===== config.mk =====
export PLATFORM = sky130hd
export DESIGN_NAME = ind_driver
export DESIGN_NICKNAME = d
export VERILOG_FILES = /design/src/rtl/ind_driver.sv
export SDC_FILE = /design/constraint.sdc
export NUM_CORES = 1
export LEC_CHECK = 0
export ABC_AREA = 1
export CAP_MARGIN = 20
export CORE_ASPECT_RATIO = 0.7
export CORE_MARGIN = 2
export CORE_UTILIZATION = 40
export DETAILED_ROUTE_END_ITERATION = 7
export PLACE_DENSITY_LB_ADDON = 0.1
export SLEW_MARGIN = 10
export SYNTH_ARGS = -nofsm -noshare
export SYNTH_HDL_FRONTEND = slang
export SYNTH_SLANG_ARGS = --single-unit

===== constraint.sdc =====
create_clock -name clk_IND -period 1.88 [get_ports clk_IND]
set_input_delay 0.188 -clock clk_IND [delete_from_list [all_inputs] [get_ports clk_IND]]
set_output_delay 0.188 -clock clk_IND [all_outputs]
set_load 0.05 [all_outputs]

===== src/rtl/ind_driver.sv =====
// Purpose: drives a multiplexed 7-segment indicator from the ALU result word and mode code (binary->BCD, sign/dp/Err/blanking, digit scan).
// Latency: IND_1+2 clocks from an input change to new digits on seg, plus the wait for the scan to reach each position.
// Backpressure: none; inputs arriving mid-conversion are re-compared in IDLE, so the last value always wins.
//
// Ports: clk_IND (single clock), rst_n (async, active-low), ind_1 (unsigned result),
//        control (0 plus, 1 minus, 2 divide-by-zero, 4 value x100, other = plus),
//        seg (active-low, seg[7] = dp, seg[6:0] = g..a), an (active-low digit enables, an[0] = units),
//        busy (high while a conversion is in flight).
// Optional feature: IND_BLINK_ERR_EN blinks the whole indicator in the divide-by-zero mode.
module ind_driver #(
    parameter int IND_1    = 11,
    parameter int CONTROL  = 3,
    parameter int DIGITS   = 5,
    parameter int SCAN_DIV = 50000,
    parameter int BLINK_W  = 24
) (
    input  logic               clk_IND,
    input  logic               rst_n,
    input  logic [IND_1-1:0]   ind_1,
    input  logic [CONTROL-1:0] control,
    output logic [7:0]         seg,
    output logic [DIGITS-1:0]  an,
    output logic               busy
);
    localparam int CNT_W = $clog2(IND_1 + 1);
    localparam int PRE_W = $clog2(SCAN_DIV);
    localparam int IDX_W = $clog2(DIGITS);

    localparam logic [6:0] G_BLANK = 7'b1111111;
    localparam logic [6:0] G_MINUS = 7'b0111111;
    localparam logic [6:0] G_E     = 7'b0000110;
    localparam logic [6:0] G_R     = 7'b0101111;

    generate
        if (IND_1 < 1 || IND_1 > 13 || SCAN_DIV < 2 || DIGITS < 5 || BLINK_W < 1) begin : g_bad_param
            $error("ind_driver: parameter out of range");
        end
    endgenerate

    typedef enum logic [1:0] {ST_IDLE, ST_SHIFT, ST_DONE} state_t;
    typedef enum logic [1:0] {M_PLUS, M_MINUS, M_ERR, M_X100} mode_t;

    function automatic mode_t decode_mode(input logic [CONTROL-1:0] c);
        case (32'(c))
            1:       decode_mode = M_MINUS;
            2:       decode_mode = M_ERR;
            4:       decode_mode = M_X100;
            default: decode_mode = M_PLUS;
        endcase
    endfunction

    function automatic logic [6:0] glyph_of(input logic [3:0] d);
        case (d)
            4'd0:    glyph_of = 7'b1000000;
            4'd1:    glyph_of = 7'b1111001;
            4'd2:    glyph_of = 7'b0100100;
            4'd3:    glyph_of = 7'b0110000;
            4'd4:    glyph_of = 7'b0011001;
            4'd5:    glyph_of = 7'b0010010;
            4'd6:    glyph_of = 7'b0000010;
            4'd7:    glyph_of = 7'b1111000;
            4'd8:    glyph_of = 7'b0000000;
            4'd9:    glyph_of = 7'b0010000;
            default: glyph_of = G_BLANK;
        endcase
    endfunction

    state_t             state, state_nxt;
    logic [IND_1-1:0]   snap_val;
    logic [CONTROL-1:0] snap_ctl;
    logic               snap_vld;
    logic [IND_1-1:0]   shreg;
    logic [CNT_W-1:0]   cnt;
    logic [15:0]        work_bcd, work_adj, disp_bcd;
    mode_t              disp_mode;
    logic               changed;

    logic [PRE_W-1:0]   pre;
    logic [IDX_W-1:0]   idx;
    logic               scan_on;
    logic               blank_all;

    assign changed = !snap_vld || ({ind_1, control} != {snap_val, snap_ctl});

    // Double-dabble correction: every nibble >= 5 gets +3 before the shift.
    always_comb begin
        work_adj = work_bcd;
        for (int n = 0; n < 4; n++) begin
            if (work_bcd[n*4 +: 4] >= 4'd5)
                work_adj[n*4 +: 4] = work_bcd[n*4 +: 4] + 4'd3;
        end
    end

    // FSM: state register
    always_ff @(posedge clk_IND or negedge rst_n) begin
        if (!rst_n) state <= ST_IDLE;
        else        state <= state_nxt;
    end

    // FSM: next state
    always_comb begin
        state_nxt = state;
        case (state)
            ST_IDLE:  if (changed) state_nxt = ST_SHIFT;
            ST_SHIFT: if (cnt == CNT_W'(1)) state_nxt = ST_DONE;
            ST_DONE:  state_nxt = ST_IDLE;
            default:  state_nxt = ST_IDLE;
        endcase
    end

    // FSM: outputs
    always_comb begin
        busy = (state == ST_SHIFT) || (state == ST_DONE);
    end

    // Conversion datapath and display registers
    always_ff @(posedge clk_IND or negedge rst_n) begin
        if (!rst_n) begin
            snap_val  <= '0;
            snap_ctl  <= '0;
            snap_vld  <= 1'b0;
            shreg     <= '0;
            cnt       <= '0;
            work_bcd  <= '0;
            disp_bcd  <= '0;
            disp_mode <= M_PLUS;
        end else begin
            case (state)
                ST_IDLE: if (changed) begin
                    snap_val <= ind_1;
                    snap_ctl <= control;
                    snap_vld <= 1'b1;
                    shreg    <= ind_1;
                    work_bcd <= '0;
                    cnt      <= CNT_W'(IND_1);
                end
                ST_SHIFT: begin
                    work_bcd <= {work_adj[14:0], shreg[IND_1-1]};
                    shreg    <= shreg << 1;
                    cnt      <= cnt - CNT_W'(1);
                end
                ST_DONE: begin
                    disp_bcd  <= work_bcd;
                    disp_mode <= decode_mode(snap_ctl);
                end
                default: ;
            endcase
        end
    end

`ifdef IND_BLINK_ERR_EN
    logic [BLINK_W-1:0] blink_cnt;

    always_ff @(posedge clk_IND or negedge rst_n) begin
        if (!rst_n) blink_cnt <= '0;
        else        blink_cnt <= blink_cnt + BLINK_W'(1);
    end

    assign blank_all = (disp_mode == M_ERR) && blink_cnt[BLINK_W-1];
`else
    assign blank_all = 1'b0;
`endif

    // Scan: the first prescaler wrap only enables the digit drivers, later wraps advance the position.
    always_ff @(posedge clk_IND or negedge rst_n) begin
        if (!rst_n) begin
            pre     <= '0;
            idx     <= '0;
            scan_on <= 1'b0;
        end else if (pre == PRE_W'(SCAN_DIV - 1)) begin
            pre     <= '0;
            scan_on <= 1'b1;
            if (scan_on)
                idx <= (idx == IDX_W'(DIGITS - 1)) ? '0 : idx + IDX_W'(1);
        end else begin
            pre <= pre + PRE_W'(1);
        end
    end

    // Content of the currently scanned position.
    logic [3:0] lit_mask;
    logic [3:0] digit;
    logic [6:0] glyph;
    logic       dp_on;

    always_comb begin
        // lit_mask[k]: position k shows its digit (leading zeros blanked, units always lit).
        lit_mask[3] = (disp_bcd[15:12] != 4'd0);
        lit_mask[2] = lit_mask[3] || (disp_bcd[11:8] != 4'd0);
        lit_mask[1] = lit_mask[2] || (disp_bcd[7:4] != 4'd0);
        lit_mask[0] = 1'b1;
        if (disp_mode == M_X100)
            lit_mask[2:0] = 3'b111;

        digit = 4'd0;
        glyph = G_BLANK;
        dp_on = 1'b0;
        if (disp_mode == M_ERR) begin
            if (idx == IDX_W'(2))      glyph = G_E;
            else if (idx == IDX_W'(1)) glyph = G_R;
            else if (idx == IDX_W'(0)) glyph = G_R;
        end else if (idx == IDX_W'(DIGITS - 1)) begin
            if (disp_mode == M_MINUS) glyph = G_MINUS;
        end else if (idx < IDX_W'(4)) begin
            digit = disp_bcd[{idx[1:0], 2'b00} +: 4];
            if (lit_mask[idx[1:0]]) glyph = glyph_of(digit);
            dp_on = (disp_mode == M_X100) && (idx == IDX_W'(2));
        end
    end

    always_ff @(posedge clk_IND or negedge rst_n) begin
        if (!rst_n) begin
            seg <= 8'hFF;
            an  <= '1;
        end else begin
            seg <= {~dp_on, glyph};
            an  <= (scan_on && !blank_all) ? ~(DIGITS'(1) << idx) : '1;
        end
    end

endmodule

* Word-level counts from Yosys, hierarchy flattened
Memory sizes are Yosys's and may differ from the RTL's.
Index checks and enable logic that the tools add are counted.
** Word-level totals
- Flip-flop bits (word level) :: 99
- Input port bits :: 16
- Output and inout bits :: 14
- ROM bits :: 112
- Memories :: 1
- Memory bits (writable) :: 0
- Bits in latches :: 0
- Logic and storage cells :: 95
** Operators by class
- Add/subtract/negate cells :: 7
- Multipliers :: 0
- Multiplexer cells :: 31
- Bitwise gates (word level) :: 2
- Shift-type cells :: 2
- Reduce and logical (&&, ||, !) cells :: 16
- Equality and inequality tests :: 16
- Order comparisons :: 6
- Divide/modulo/power cells :: 0
** Memory list
- (no name shown) :: depth 16, width 7, rd ports 1, clocked after Yosys merged registers in 0, wr ports 0, RTL line 53 : case (d)
** Operator list (count)
- $mux 7 :: 8
- $mux 16 :: 2
- $pmux 16 s2 :: 1
- $pmux 11 s2 :: 1
- $add 16x1->16 const B :: 1
- $eq 16x16->1 const B :: 1
- $ge 4x3->1 const B :: 4
- $mux 4 :: 4
- $shiftx 16x5->4 :: 1
- $ne 14x14->1 :: 1
- $add 4x2->4 const B :: 3
- $reduce_bool 4->1 :: 3
- $mux 11 :: 1
- $mux 3 :: 3
- $pmux 4 s2 :: 1
- $reduce_and 2->1 :: 4
- $eq 2x2->1 const B :: 3
- $eq 3x1->1 const B :: 2
- $eq 3x2->1 const B :: 2
- $eq 3x3->1 const B :: 2
- $pmux 2 s3 :: 1
- $mux 5 :: 1
- $not 5->5 :: 1
- $shl 1x3->5 const A :: 1
- 19 further kinds :: 28

* Depth between registers and ports, before layout
- Word-level depth :: 10
- Depth in mapped cells :: 12
- Gate-level depth less buffers :: 11

* Worst setup path after synthesis
Ideal clock, no wire load.
- Path kind :: reg2reg
- From :: register idx[0]
- To :: register seg[6]
- Data arrival time :: 1.566 ns
- Setup slack :: 0.232 ns
- Data required time :: 1.798 ns
- Setup time :: 0.082 ns
- Period minus slack after synthesis :: 1.648 ns
- Stages on the path, launching flop included :: 12
- Cell sequence :: dfrtp_1 > clkinv_1 > nor2_1 > o21ai_0 > nand2_1 > inv_1 > ha_1 > nand3b_1 > nand3_1 > nand3_1 > nand2_1 > nand2_1
** On the way
- Word-level cells in the longest chain between the ends :: 6
- Elaborated cells between the ends (all ways) :: 16
- Those cells by class :: 1 x order compare; 3 x eq/ne; 1 x shift; 9 x mux; 1 x reduce/logical; 1 x memory
** RTL lines
- start, declared :: RTL line 79 : logic [IDX_W-1:0] idx;
- start signal, assigned :: RTL line 174 : idx <= (idx == IDX_W'(DIGITS - 1)) ? '0 : idx + IDX_W'(1);
- $shiftx 16x5->4 / $bmux 1 s2 (equally long branches) :: RTL line 205, 206
- $mem_v2 16x7 / $mux 1 (equally long branches)
- $mux 7 :: RTL line 206 : if (lit_mask[idx[1:0]]) glyph = glyph_of(digit);
- $mux 7 :: RTL line 204 : end else if (idx < IDX_W'(4)) begin
- $mux 7 :: RTL line 202 : end else if (idx == IDX_W'(DIGITS - 1)) begin
- $mux 7 (*) :: RTL line 198 : if (disp_mode == M_ERR) begin
- via glyph[6] :: RTL line 183 : logic [6:0] glyph;
- end signal, assigned :: RTL line 216 : seg <= {~dp_on, glyph};
- end, declared :: RTL line 21 : output logic [7:0] seg,
Mark *: on every way through the listed nets, which the timed path passes. The rest lies on a longest branch. The select of a mux whose other input is x is not followed.
A chain may end at the register's enable or synchronous reset.

* Worst setup path in the final report
- From :: register an[2]
- To :: output an[2]
** RTL lines
- start, declared :: RTL line 22 : output logic [DIGITS-1:0] an,
- start signal, assigned :: RTL line 217 : an <= (scan_on && !blank_all) ? ~(DIGITS'(1) << idx) : '1;
No word-level cell between the ends.

==> results.yml <==
cells_and_area:
  register_area_um2: 2490
  area_growth_syn_to_layout_pct: 18.4
  num_antenna_cells: 0
  drive_gt1_share_pct: 11.0
  instances_no_fill: 950
  fillers: 1326
  stdcell_area_um2: 6430
  nets: 800
  multi_input_area_um2: 2480
logic_synthesis:
  synth_area_um2: 5440
  yosysMostFrequentCell: "nand2_1"
  synth_top_area_cell: "dfrtp_1"
  synthTopCellsByArea: "dfrtp_1, nand2_1, nand3_1"
  synthDistinctLibCells: 30
  synth_common_cells: "nand2_1, nand3_1, inv_1"
  avgSynthCellArea_um2: 7.59
  yosys.area.top_type_share_pct: 39.6
  yosys_warnings: 0
  synth_top_flop_cell: "dfrtp_1"
  synth_seq_cells: 99
  ys_seq_area_share_pct: 45.9
  synth-edff-count: 0
  netlist_instances: 716
  synthArstFlopShare_pct: 100
  synth_fp_nets: 756
detailed_routing:
  drtIter0Drc: 305
  wirelength_mm: 12.5
  drc_errors: 0
  via_count: 4615
  drtAntennaViolNets: 0
  viasPerCell: 4.86
  drtPass1Iterations: 7
  routedWlPerCell_um: 13.2
pwr:
  p_per_area_nw_per_um2: 1340
  pwr-share-seq_pct: 36.8
  power.share.combinational_pct: 42.2
  p_int_mw: 5.06
  switching_share_pct: 41.4
  vdd_ir_drop_max_uv: 545
  p_clk_share_pct: 21.0
  p_sw_mw: 3.58
  p_leak_nw: 3.23
timing:
  final_hold_viol_count: 0
  drv_slew: 0
  min_period_over_period_pct: 98.2
  finalWorstSetupSlack_ns: 0.0332
  slew_headroom_pct: 66.1
  fin_skew_ns: 0.0101
  period_minus_slack_ns: 1.85
  max_clock_freq_ghz: 0.541
  finalSetupViolations: 0
  hold_slack_ns: 0.251
  tightest_slew_ns: 0.508
die:
  die_width_um: 143
  die_area_um2: 14600
  initial_utilization_pct: 41.1
  coreArea_um2: 13200
  row_count: 35
  die_h_um: 102
  io_pins: 30
cts:
  clock-root-buffer: "clkbuf_16"
  clock_path_buffers: 2
  clk_latency_ns: 0.35
  clk_pin_slew_worst_paths_ns: 0.07
  postCtsSetupBuffers: 0
  cts_inserted_buffers: 9
  cts_sinks: 99
  h-tree-depth: 3
  cts_tree: "done"
critical_path:
  path_buf_inv: 1
  crit_family: "buffers and inverters"
  cp_cell_sequence: "clkdlybuf4s50_1"
  worstPathMaxFanout: 1
  critPathRequiredTime_ns: 1.69
  worstPathArrival_ns: 1.66
  crit_type: "reg2out"
  critPathMaxStageDelay_ns: 0.79
  cp-end-kind: "primary output"
  critPathSlowestCell: "clkdlybuf4s50_1"
  start_kind: "flip-flop"
placement:
  place_area_um2: 6100
  io_buffers: 29
  dp_hpwl_mm: 8.88
  dp_worst_setup_slack_ns: 0.0938
  gp_congestion: 0.898
  place_inst: 933
global_routing:
  track_usage_pct: 18.4
  grt_max_degree: 45
  antenna_found_initial: 0
  grt_pass1_wl_mm: 21.2
  grt_pass1_vias: 4409
  grt.overflow.total: 0
run:
  maxCapViolCount: 0
outcome:
  status: "complete, no violations"
worst_hold_path:
  hold_class: "in2async"
## power groups by stage
stage                     combinational, mW  sequential [mW]  clock [mW]
after floorplan                        2.38             3.39           0
after global placement                 3.62             3.20           0
after detailed placement               3.68             3.21           0
after CTS                              3.69             3.17        1.88
after global routing                   4.15             3.26        1.95
final                                  3.65             3.18        1.82
## layer usage
layer / track usage, % / wire length, um / vias to the layer above / part of all wire [%]
met1: 27.2 / 6480 / 2137 / 52
met2: 27.4 / 5310 / 97 / 42
met5: 0 / 0 / - / 0
met3: 3.83 / 563 / 19 / 4.5
li1: - / - / 2362 / -
met4: 5.35 / 189 / 0 / 1.5
## cells by family (layout without fill, tap and decap cells)
kind of cell               after synthesis  after routing  synth area share (%)
and+or+nand+nor                        389            389                  30.6
buffers and inverters                  119            168                  8.84
DFF                                     99             99                  45.9
AOI/OAI and AO/OA                       70             70                  6.58
adders and majority gates               24             24                  5.52
xor gates and xnor gates                12             12                  1.93
muxes                                    3              3                 0.621
## per-stage QoR
step                      util, %  power, mW  TNS [ns]
after CTS                    48.3       8.75         0
final                        48.7       8.65         0
after detailed placement     46.1       6.89         0
after floorplan                 -       5.77         0
after global routing         48.7       9.37  -0.00735
after global placement       46.1       6.82         0
## final timing paths
| path | from | endpoint | slack [ns] | cells after the start |
|---|---|---|---|---|
| max in group asynchronous | rst_n | seg[2]$_DFF_PN1_ | 1.06 | 3 |
| worst min-delay path | rst_n | cnt[2]$_DFFE_PN0P_ | 0.25 | 2 |
| worst min register to register | pre[0]$_DFF_PN0_ | pre[0]$_DFF_PN0_ | 0.46 | 1 |
| worst max-delay path | an[2]$_DFF_PN1_ | an[2] | 0.03 | 1 |
| min in group clk_IND | pre[0]$_DFF_PN0_ | pre[0]$_DFF_PN0_ | 0.46 | 1 |
| worst max register to register | idx[0]$_DFFE_PN0P_ | seg[0]$_DFF_PN1_ | 0.15 | 9 |
## cell usage in the layout (no fill, tap or decap), types with 3 or more instances in the layout
master	synthesis	layout
mux2_2	3	3
buf_4	0	25
dlymetal6s2s_1	0	5
nand3_1	101	99
nor2_2	2	5
inv_1	89	88
dfrtp_1	86	86
a21oi_1	17	17
dfstp_2	13	13
clkdlybuf4s50_1	0	21
nor2_1	69	66
nand2_1	185	183
nor4_1	3	3
ha_1	24	24
o21ai_1	2	3
nor3_1	14	14
nand4_1	8	8
nand2_2	3	5
inv_6	0	3
inv_2	4	5
buf_12	0	5
clkbuf_16	0	9
xor2_1	10	10
o21ai_0	47	46
## sequential cells by signal, summed over array words and instances (netlist names)
| register | count |
|---|---|
| an | 5 |
| cnt | 4 |
| disp_bcd | 16 |
| disp_mode | 2 |
| idx | 3 |
| pre | 16 |
| scan_on | 1 |
| seg | 8 |
| shreg | 11 |
| snap_ctl | 3 |
| snap_val | 11 |
| snap_vld | 1 |
| state | 2 |
| work_bcd | 16 |
## layout make-up
class | instances | area share, %
inverters | 94 | 5.54
multi-input cells | 498 | 38.6
repair buffers | 58 | 9.04
clock inverters | 6 | 0.739
well taps | 185 | 3.60
flip-flops and latches | 99 | 38.8
clock buffers | 10 | 3.71
## worst register-to-register path, delay by kind of cell, from the launching register on
| kind | cells | cell delay (ns) |
|---|---|---|
| simple gates | 5 | 0.58 |
| flops | 1 | 0.42 |
| buf+inv | 2 | 0.33 |
| fa+ha+maj | 1 | 0.17 |
| compound gates | 1 | 0.15 |
## what timing repair did
item                                    4_1_cts  5_1_grt
endpoints found under the setup margin        0       14
hold buffers                                  1        0
endpoints found under the hold margin        15        0
gates resized for setup                       0       16
No activity file was read; power rests on OpenSTA's default activity.
